[config.mk]
export PLATFORM = sky130hd
export DESIGN_NAME = biu_line_req_issue
export DESIGN_NICKNAME = d
export VERILOG_FILES = /design/src/rtl/biu_line_req_issue.sv
export SDC_FILE = /design/constraint.sdc
export NUM_CORES = 1
export LEC_CHECK = 0
export ABC_AREA = 1
export CELL_PAD_IN_SITES_DETAIL_PLACEMENT = 1
export CELL_PAD_IN_SITES_GLOBAL_PLACEMENT = 1
export CORE_UTILIZATION = 32
export CTS_CLUSTER_DIAMETER = 30
export DETAILED_ROUTE_END_ITERATION = 10
export PLACE_DENSITY = 0.76
export SYNTH_ARGS = -nofsm -noshare
export SYNTH_HDL_FRONTEND = slang
export SYNTH_SLANG_ARGS = --single-unit
export TNS_END_PERCENT = 10
[constraint.sdc]
create_clock -name clk -period 2.2 [get_ports clk]
set_input_delay 0.66 -clock clk [delete_from_list [all_inputs] [get_ports clk]]
set_output_delay 0.66 -clock clk [all_outputs]
set_load 0.03 [all_outputs]
[src/rtl/biu_line_req_issue.sv]
// biu_line_req_issue
// Pops line-refill addresses from the BIU request FIFO and splits each line
// into BEATS single-beat read requests. Outstanding reads are limited by a
// credit counter; in-order read responses are counted to flag line completion.
//
// Ports:
//   clk, rst          clock; asynchronous active-high reset
//   fifo_valid        FIFO head entry available
//   fifo_data         FIFO head entry (line address, low OFF bits ignored)
//   fifo_pop          pop FIFO head this cycle (combinational)
//   bus_req_valid     read request valid (registered)
//   bus_req_addr      read beat byte address (registered)
//   bus_req_ready     bus accepts the request
//   bus_rsp_valid     one read beat returned, in order
//   line_done         pulses with the last response beat of a line (combinational)
//   busy              line in progress, request pending, or reads outstanding
//   err               sticky: response received with nothing outstanding
module biu_line_req_issue #(
    parameter int unsigned DW         = 32,
    parameter int unsigned BEATS      = 4,
    parameter int unsigned BEAT_BYTES = 4,
    parameter int unsigned MAX_OS     = 4
) (
    input  logic          clk,
    input  logic          rst,
    input  logic          fifo_valid,
    input  logic [DW-1:0] fifo_data,
    output logic          fifo_pop,
    output logic          bus_req_valid,
    output logic [DW-1:0] bus_req_addr,
    input  logic          bus_req_ready,
    input  logic          bus_rsp_valid,
    output logic          line_done,
    output logic          busy,
    output logic          err
);

    localparam int unsigned LINE = BEATS * BEAT_BYTES;
    localparam int unsigned OFF  = $clog2(LINE);
    localparam int unsigned BOFF = $clog2(BEAT_BYTES);
    localparam int unsigned BCW  = $clog2(BEATS);
    localparam int unsigned OSW  = $clog2(MAX_OS + 1);
    localparam int unsigned BW   = DW - OFF;

    // State
    logic            line_active_q, line_active_d;
    logic [BW-1:0]   base_q,        base_d;
    logic [BCW-1:0]  beat_cnt_q,    beat_cnt_d;
    logic            req_valid_q,   req_valid_d;
    logic [DW-1:0]   req_addr_q,    req_addr_d;
    logic [OSW-1:0]  os_cnt_q,      os_cnt_d;
    logic [BCW-1:0]  rsp_cnt_q,     rsp_cnt_d;
    logic            err_q,         err_d;

    // Shared decode
    logic slot_free;
    logic credit_ok;
    logic load;
    logic os_nz;
    logic rsp_ok;

    assign slot_free = ~req_valid_q | bus_req_ready;
    // Credit uses the registered count only; a same-cycle response frees it next cycle.
    assign credit_ok = os_cnt_q < OSW'(MAX_OS);
    // Gating with rst keeps fifo_pop low while the block is held in reset.
    assign load      = slot_free & credit_ok & (line_active_q | fifo_valid) & ~rst;
    assign os_nz     = os_cnt_q != '0;
    assign rsp_ok    = bus_rsp_valid & os_nz;

    // State register
    always_ff @(posedge clk or posedge rst) begin
        if (rst) begin
            line_active_q <= 1'b0;
            base_q        <= '0;
            beat_cnt_q    <= '0;
            req_valid_q   <= 1'b0;
            req_addr_q    <= '0;
            os_cnt_q      <= '0;
            rsp_cnt_q     <= '0;
            err_q         <= 1'b0;
        end else begin
            line_active_q <= line_active_d;
            base_q        <= base_d;
            beat_cnt_q    <= beat_cnt_d;
            req_valid_q   <= req_valid_d;
            req_addr_q    <= req_addr_d;
            os_cnt_q      <= os_cnt_d;
            rsp_cnt_q     <= rsp_cnt_d;
            err_q         <= err_d;
        end
    end

    // Next-state logic
    always_comb begin
        line_active_d = line_active_q;
        base_d        = base_q;
        beat_cnt_d    = beat_cnt_q;
        req_valid_d   = req_valid_q;
        req_addr_d    = req_addr_q;
        os_cnt_d      = os_cnt_q;
        rsp_cnt_d     = rsp_cnt_q;
        err_d         = err_q;

        if (load) begin
            req_valid_d = 1'b1;
            if (line_active_q) begin
                // Beat offset lives below OFF, so it can never carry into the base.
                req_addr_d = DW'({base_q, beat_cnt_q}) << BOFF;
                beat_cnt_d = beat_cnt_q + BCW'(1);
                if (beat_cnt_q == BCW'(BEATS - 1)) begin
                    line_active_d = 1'b0;
                end
            end else begin
                base_d        = fifo_data[DW-1:OFF];
                req_addr_d    = (fifo_data >> OFF) << OFF;
                beat_cnt_d    = BCW'(1);
                line_active_d = 1'b1;
            end
        end else if (req_valid_q && bus_req_ready) begin
            req_valid_d = 1'b0;
        end

        // Outstanding count: +1 per load, -1 per legitimate response.
        case ({load, rsp_ok})
            2'b10:   os_cnt_d = os_cnt_q + OSW'(1);
            2'b01:   os_cnt_d = os_cnt_q - OSW'(1);
            default: os_cnt_d = os_cnt_q;
        endcase

        if (rsp_ok) begin
            rsp_cnt_d = rsp_cnt_q + BCW'(1);
        end

        if (bus_rsp_valid && !os_nz) begin
            err_d = 1'b1;
        end
    end

    // Outputs
    always_comb begin
        fifo_pop      = load & ~line_active_q;
        line_done     = rsp_ok & (rsp_cnt_q == BCW'(BEATS - 1));
        busy          = line_active_q | req_valid_q | os_nz;
        bus_req_valid = req_valid_q;
        bus_req_addr  = req_addr_q;
        err           = err_q;
    end

endmodule

# After elaboration in Yosys (flattened, before gate mapping)
# Index checks and enable logic that the tools add are counted.
dict set report totals {
  ff_bits 70
  output_inout_bits 37
}
dict set report classes {
  n_addsub 4
  magnitude_cmp 1
  eq_ne 4
  muxes 7
  bitwise 13
  n_reduce_logical 7
}
# operator count
set ops {}
lappend ops {{two-way mux 32 bit} 1}
lappend ops {{AND 1 bit} 6}
lappend ops {{== test 2 bit (second input constant)} 3}
lappend ops {{one-hot mux 3 bit (2 select lines)} 1}
lappend ops {{adder 2 x 1 -> 2 bit (second input constant)} 2}
lappend ops {{two-way mux 1 bit} 4}
lappend ops {{OR 1 bit} 4}
lappend ops {{nonzero test 2 bit} 2}
lappend ops {{adder 3 x 1 -> 3 bit (second input constant)} 1}
lappend ops {{< comparator 3 bit (second input constant)} 1}
lappend ops {{NOT 1 bit} 3}
lappend ops {{nonzero test 3 bit} 1}
lappend ops {{subtractor 3 x 1 -> 3 bit (second input constant)} 1}
lappend ops {{== test 2 x 1 -> 1 bit (second input constant)} 1}
lappend ops {{logical AND 1 bit} 2}
lappend ops {{two-way mux 2 bit} 1}
lappend ops {{AND reduction 2 bit} 1}
lappend ops {{zero test 1 bit} 1}

# Logic depth before layout (Yosys ltp)
# Gate-level depths: netlist of run 1.
dict set report depth {
  depth_word 7
  depth_mapped 12
}

# Least setup slack after synthesis of run 1
# Ideal clock, no wire load.
dict set report synth_path {
  path_kind {input -> register}
  startpoint {input bus_req_ready}
  endpoint {register os_cnt_q[2]}
  arrival_ns 1.992
  required_ns 2.077
  setup_slack_ns 0.085
  cell_stages 10
  n_path_buf 1
  cell_sequence {inv_1 nand2_1 nand3_2 buf_4 ha_1 inv_1 fa_1 nand2_1 nand3_1 xor2_1}
}
dict set report synth_between {
  elab_chain_cells 6
}
# element line_no
set synth_lines {}
lappend synth_lines {{start, declared} 31} ;# input logic bus_req_ready,
lappend synth_lines {{OR 1 bit (*)} 62} ;# assign slot_free = ~req_valid_q | bus_req_ready;
lappend synth_lines {{AND 1 bit (*) (3 in a row)} 66} ;# assign load = slot_free & credit_ok & (line_active_q | fifo_valid) & ~rst;
lappend synth_lines {{== test 2 x 1 -> 1 bit or == test 2 bit (tied branches)} 124} ;# case ({load, rsp_ok})
lappend synth_lines {{one-hot mux 3 bit (2 select lines) or nonzero test 2 bit (tied branches)} n/a}
lappend synth_lines {{end signal, assigned} 87} ;# os_cnt_q <= os_cnt_d;
lappend synth_lines {{end, declared} 51} ;# logic [OSW-1:0] os_cnt_q, os_cnt_d;
# Every way passes the cells marked *; elsewhere a longest branch is shown, timed or not.
# A chain may end at the register's enable or synchronous reset.

# Worst setup path after layout of run 1
dict set report layout_path {
  startpoint {input bus_req_ready}
  endpoint {output fifo_pop}
}
dict set report layout_between {
  elab_chain_cells 5
}
# element line_no
set layout_lines {}
lappend layout_lines {{OR 1 bit} 62}
lappend layout_lines {{AND 1 bit (3 in a row)} 66}
lappend layout_lines {{AND 1 bit} 141} ;# fifo_pop = load & ~line_active_q;
lappend layout_lines {{end, declared} 28} ;# output logic fifo_pop,
# No other way between the ends.

==> key figures, run 1 <==
Logic synthesis
  • Flops & latches, synth: just under 70
  • Synth area leader: dfrtp_1
  • Yosys cell types: 21
  • YS warnings: 0
  • Post-synthesis instance area: 0.00316 mm^2
  • Syn Inst Count: between 400 and 500
  • Sequential share of the synthesized area: 53.8%
  • Synth top area cells: dfrtp_1, nand2_1, nand3_1, buf_4, buf_2
  • Most frequent cell after synthesis: nand2_1
  • Synth top area share: 53.8%
  • Prevailing post-synth register cell: dfrtp_1
  • Avg Cell Area, Syn: a little under 8 um^2
  • Post-synth EDFFs: 0
  • Post-synth top cells: nand2_1, dfrtp_1, nand3_1
  • Async S/R FF share, synth: between 90% and 100%

Placement
  • Gp weighted congestion: just over 0.7
  • I/O Buffers: 67
  • Placed inst area: 0.00400 mm^2
  • Post-DP HPWL: 5.72 mm

Critical path
  • Setup slack, reg-to-reg: 0.25 ns
  • Most frequent CP cell: inv_1
  • WP data arrival: 1.46 ns
  • Critical path type: in -> out
  • Crit Path Max Fanout: 2
  • Worst path max stage delay: roughly 0.20 ns
  • Worst reg2reg path depth: 10
  • WP depth: 6
  • Type of origin of the critical path: input port
  • CP endpoint: fifo_pop
  • Max stage delay cell, worst path: nand4_1
  • Critical Path RT: 1.54 ns
  • Worst-path cell chain: dlygate4sd2_1 -> inv_1 -> nand2_2 -> nand4_1 -> inv_1 -> buf_6
  • Critical Path Start: bus_req_ready
  • R2r startpoint: os_cnt_q[2]
  • Buf/Inv on CP: 4
  • Crit-path leading delay family: buffers and inverters
  • CP Capture Type: output port
  • RR Endpoint: os_cnt_q[2]

Power
  • Max VDD drop: about 580 uV
  • Pleak: 0.00223 uW
  • Pwr Density: 1460 mW/mm^2

CTS
  • Clock tree buffer depth: 2
  • Clock Latency Late Sink: 0.34 ns
  • Hold_buf cts: 0
  • CTS tree: built
  • CTS buffer count: 9
  • Clk pin slew, worst setup/hold paths: 0.08 ns
  • H-tree levels: 3
  • Clk root buf: clkbuf_8
  • CTS Sinks: ~70

Die
  • Die Y: 101 um
  • I/O pin count: 74
  • Std cell rows: 35
  • Core area: 0.00942 mm^2
  • DIE AREA: 0.0103 mm^2
  • Die width: just over 100 um
  • Initial Util: roughly a third

Run
  • Max Cap Violations: 0

STA
  • Period minus WS final: approximately 2.1 ns
  • Peak Freq: 0.473 GHz
  • Period utilisation layout: 96.1%
  • Setup_tns: 0 ns
  • Final hold viol count: 0
  • Fin. max-slew vios: 0
  • Final Setup Violations: 0
  • Skew final: roughly 0.013 ns
  • Unrepaired setup endpoints after global routing: no
  • Hold_ws: 0.433 ns

Cells and area
  • Nets: around 520
  • Area of the multi-input gates: 0.00126 mm^2
  • Proportion of layout cells with a drive suffix above 1: 9.47%
  • Layout Utilization: 44.9%
  • Design area: about 0.0042 mm^2
  • Register area: 0.00170 mm^2
  • Antenna Cells: 0
  • Fill cell count: 1,160
  • Area grow syn2layout: 33.9%

Routing
  • Detail Route Antenna Nets: 0
  • Total Wirelength: 8.54 mm
  • DR vias/cell: about 4.5
  • DR WL/cell: 13.9 um
  • DRT iter0 DRCs: 75
  • Drt drc: 0
  • Via Count: between 2,000 and 3,000
  • DR pass1 iterations: 4

Global route
  • Largest net degree at the start of global routing: 52
  • Initial antenna violation count: 1
  • Vias in the first global route: between 2,000 and 3,000
  • First-pass GRT wire length: ~14 mm
  • Total grt overflow: 0
  • GRT Total Usage: 18.0%

Worst hold path
  • Hold crit path type: in -> async

Outcome
  • Status: completed
==> placed cells by master, fill, tap and decap left out, drive strengths merged, types with 3 or more instances in the layout <==
cell / netlist / final
clkbuf: 1 / 13
clkdlybuf4s50: 0 / 60
ha: 3 / 3
o21ai: 4 / 4
dlygate4sd2: 0 / 3
inv: 15 / 14
dfrtp: 68 / 68
nor2: 5 / 5
nand3: 32 / 32
nand2: 249 / 249
buf: 23 / 23
==> metrics by stage <==
step	power (uW)	instances	worst slack [ns]
finish	6170	615	0.0849
global route	6660	615	0.0332
CTS	6250	613	-0.00643
detailed placement	5140	595	-0.294
global placement	4970	595	-0.235
floorplan	4060	407	0.0853
==> report_power, final <==
group | total, uW | internal (uW) | switching, uW
sequential | 2170 | 1820 | 342
combinational | 2950 | 1140 | 1810
clock | 1060 | 582 | 475
==> worst register-to-register path, cell delays in order (launching register included) <==
cell     delay (ns)
dfrtp_1        0.40
inv_1          0.09
nand3_1        0.14
nand2_1        0.09
inv_1          0.09
ha_1           0.17
inv_1          0.07
fa_1           0.39
nand2_1        0.10
nand3_1        0.12
xor2_1         0.16
==> how the worst min path moves through the flow <==
stage               slack (ns)        start  cells past startpoint               end
floorplan                 0.45  os_cnt_q[0]                      1       os_cnt_q[0]
global placement          0.46   base_q[14]                      2        base_q[14]
detailed placement        0.47    base_q[7]                      2         base_q[7]
CTS                       0.48    base_q[7]                      2         base_q[7]
global route              0.46          rst                      3  bus_req_addr[16]
finish                    0.43          rst                      3      rsp_cnt_q[1]
==> logic make-up after synthesis <==
logic type,after synthesis,share of synthesized area (%)
buf+inv,39,6.65
simple gates,287,36.1
compound gates,5,0.871
other cells,1,0.119
flops,68,53.8
fa+ha+maj,4,1.82
xor+xnor,2,0.554
==> sequential cells by signal, summed over array words and instances, names as in the netlist <==
register and flops:
base_q 28, beat_cnt_q 2, bus_req_addr 30, bus_req_valid 1, err 1, line_active_q 1, os_cnt_q 3, rsp_cnt_q 2
==> what timing repair did <==
| action | CTS | global route |
|---|---|---|
| gates resized for setup | 6 | 2 |
| pin swaps | 1 | 2 |
| endpoints found under the setup margin | 2 | 1 |
| setup buffers | 2 | 2 |
==> per-layer routing <==
| layer | share of wire [%] | track usage, % | up-vias |
|---|---|---|---|
| met5 | 0.15 | 0 | - |
| met4 | 1.4 | 5.91 | 2 |
| met3 | 3.1 | 3.24 | 14 |
| met2 | 48 | 31.3 | 54 |
| met1 | 47 | 22.5 | 1345 |
| li1 | - | - | 1375 |
==> cell type report <==
cell class / count / share of cell area [%]
well taps: 129 / 3.81
inverters: 15 / 1.42
repair buffers: 87 / 20.0
flip-flops and latches: 68 / 40.2
clock inverters: 4 / 1.12
clock buffers: 12 / 3.67
multi-input cells: 300 / 29.8
No activity file was read; power rests on OpenSTA's default activity.
==> run 2, diff against run 1 <==
CTS_BUF_LIST = sky130_fd_sc_hd__clkbuf_16   (was default)
==> run 2 against run 1 <==
  * Worst hold slack improved by 0.022 ns
  * Sequential share of layout area shrank 0.76 points
  * Sequential cell count stayed put
  * Fmax hardly changed
  * Clock power up 30%
  * Cell count is the same
  * Non-clock buffer count did not move
  * Worst setup slack better by 0.0018 ns
  * Die area unchanged
==> key figures, run 2 (same netlist as run 1, synthesis figures left out) <==
Run
  • Max Cap Violations: 0 (unchanged)

Cells and area
  • Design area: 0.00431 mm^2 (+1.9%)
  • Area grow syn2layout: 36.5%
  • Fill cell count: 1,147 (-1.1%)
  • Nets: 522 (unchanged)
  • Proportion of layout cells with a drive suffix above 1: 9.05% (-0.41 points)
  • Largest register FFs: 30 (unchanged)
  • Final Non-Filler Cells: 615 (unchanged)
  • Most frequent cells in the layout: nand2_1, dfrtp_1, clkdlybuf4s50_1, nand3_1, buf_4
  • Commonest non-fill, non-tap cell in the layout: nand2_1
  • Antenna Cells: 0 (unchanged)

CTS
  • CTS buffer count: 9 (unchanged)
  • CTS tree: built
  • CTS Sinks: 68 (unchanged)
  • Clock Latency Late Sink: 0.32 ns (-0.02 ns)
  • Clk pin slew, worst setup/hold paths: 0.06 ns (-0.02 ns)
  • H-tree levels: 3 (unchanged)
  • Clock tree buffer depth: 2 (unchanged)
  • Clk root buf: clkbuf_16

STA
  • Peak Freq: 0.473 GHz (about the same)
  • Fin. max-slew vios: 0 (unchanged)
  • Unrepaired setup endpoints after global routing: no
  • Hold_ws: 0.455 ns (+0.0220 ns)
  • Final Setup Violations: 0 (unchanged)
  • Period minus WS final: 2.11 ns (-0.00178 ns)
  • Period utilisation layout: 96.1% (about the same)
  • Skew final: 0.00689 ns (-0.00590 ns)
  • Setup_tns: 0 ns (unchanged)
  • Final hold viol count: 0 (unchanged)

Power
  • Pleak: 0.00227 uW (+1.8%)
  • Combinational share of power: 45.4% (-2.4 points)
  • Overall Power: 6490 uW (+5.1%)
  • Pwr Density: 1500 mW/mm^2 (+3.1%)
  • Flop pwr share: 33.4% (-1.7 points)
  • Net Switching: 2660 uW (+1.2%)
  • Clk pwr share: 21.2% (+4.1 points)
  • Max VDD drop: 576 uV (+0.11%)
  • Internal power: 3830 uW (+7.9%)
  • Net Sw Frac: 40.9% (-1.6 points)

Die
  • Core area: 0.00942 mm^2 (unchanged)
  • Die Y: 101 um (unchanged)
  • I/O pin count: 74 (unchanged)
  • DIE AREA: 0.0103 mm^2 (unchanged)
  • Std cell rows: 35 (unchanged)
  • Die width: 101 um (unchanged)
  • Initial Util: 33.6% (unchanged)

Global route
  • First-pass GRT wire length: 14.3 mm (+0.72%)
  • Vias in the first global route: 2,961 (-0.24%)
  • Total grt overflow: 0 (unchanged)
  • Largest net degree at the start of global routing: 52 (unchanged)
  • GRT Total Usage: 18.2% (+0.19 points)
  • Initial antenna violation count: 1 (unchanged)

Critical path
  • Type of origin of the critical path: input port
  • Critical Path RT: 1.54 ns (about the same)
  • Critical path type: in -> out
  • Setup slack, reg-to-reg: 0.35 ns (+0.10 ns)
  • Crit Path Max Fanout: 2 (unchanged)
  • WP data arrival: 1.45 ns (about the same)
  • CP Capture Type: output port

Placement
  • Gp weighted congestion: 0.718 (unchanged)
  • Placed Cells: 595 (unchanged)
  • Post-DP HPWL: 5.72 mm (unchanged)
  • Placed inst area: 0.00400 mm^2 (unchanged)
  • I/O Buffers: 67 (unchanged)

Routing
  • DR pass1 iterations: 4 (unchanged)
  • Detail Route Antenna Nets: 0 (unchanged)
  • Via Count: 2,773 (-0.61%)
  • Drt drc: 0 (unchanged)
  • DR WL/cell: 13.9 um (about the same)
  • DRT iter0 DRCs: 78 (+4.0%)
  • DR vias/cell: 4.51 (-0.61%)
  • Total Wirelength: 8.55 mm (about the same)

Worst hold path
  • Hold crit path type: in -> async

Outcome
  • Status: completed
## run 2: changes by cell type in the layout (fill, tap and decap cells not counted)
cell / delta
clkbuf_16: +9
clkbuf_1: -1
inv_1: +1
clkinv_1: +2
clkbuf_8: -11
## run 2: power groups by stage
stage	combinational [uW]	sequential, uW	clock (uW)
6_report	2950	2170	1380
5_1_grt	3300	2240	1460
4_1_cts	2990	2180	1410
3_5_place_dp	2950	2190	0
3_3_place_gp	2830	2150	0
2_1_floorplan	1470	2590	0
## run 2: area by class of cell
class                   count  area, um^2  area share (%)
repair buffers             87         846            19.6
well taps                 129         161            3.74
clock inverters             7        58.8            1.36
clock buffers               9         225            5.22
flip-flops and latches     68        1700            39.5
inverters                  15        60.1            1.39
multi-input cells         300        1260            29.2
## run 2: metrics by stage
| stage | utilization, % | worst slack, ns |
|---|---|---|
| 2_1_floorplan | - | 0.0853 |
| 3_3_place_gp | 42.5 | -0.235 |
| 3_5_place_dp | 42.5 | -0.294 |
| 4_1_cts | 45.7 | -0.00638 |
| 5_1_grt | 45.8 | 0.0332 |
| 6_report | 45.8 | 0.0867 |
## run 2: final timing paths
path                                   from          endpoint  cells past startpoint
hold reg to reg            bus_req_addr[12]  bus_req_addr[12]                      2
max in group asynchronous               rst  bus_req_addr[25]                      3
min in group clk           bus_req_addr[12]  bus_req_addr[12]                      2
setup reg to reg                os_cnt_q[2]       os_cnt_q[2]                     10
hold / removal                          rst      rsp_cnt_q[0]                      3
setup / recovery              bus_req_ready          fifo_pop                      6
## run 2: per-layer routing
layer,part of all wire [%],track usage [%],vias to the layer above
li1,-,-,1377
met1,46,22.3,1331
met2,49,32.2,51
met3,3.1,3.24,12
met4,1.4,5.91,2
met5,0.094,0,-
## run 2: what timing repair did
item / CTS / global route
pin swaps: 1 / 2
hold buffers: 0 / 0
setup buffers: 2 / 2
setup endpoints to repair: 2 / 1
gates resized for setup: 6 / 2
## run 2: worst max-delay path: stages
cell           delay [ns]
dlygate4sd2_1        0.19
inv_1                0.05
nand2_2              0.08
nand4_1              0.20
inv_1                0.14
buf_6                0.14
==> run 3, diff against run 2 <==
TNS_END_PERCENT = default   (was 10)
==> results of run 3 <==
No change in the layout: final DEF, timing and power equal those of run 2.
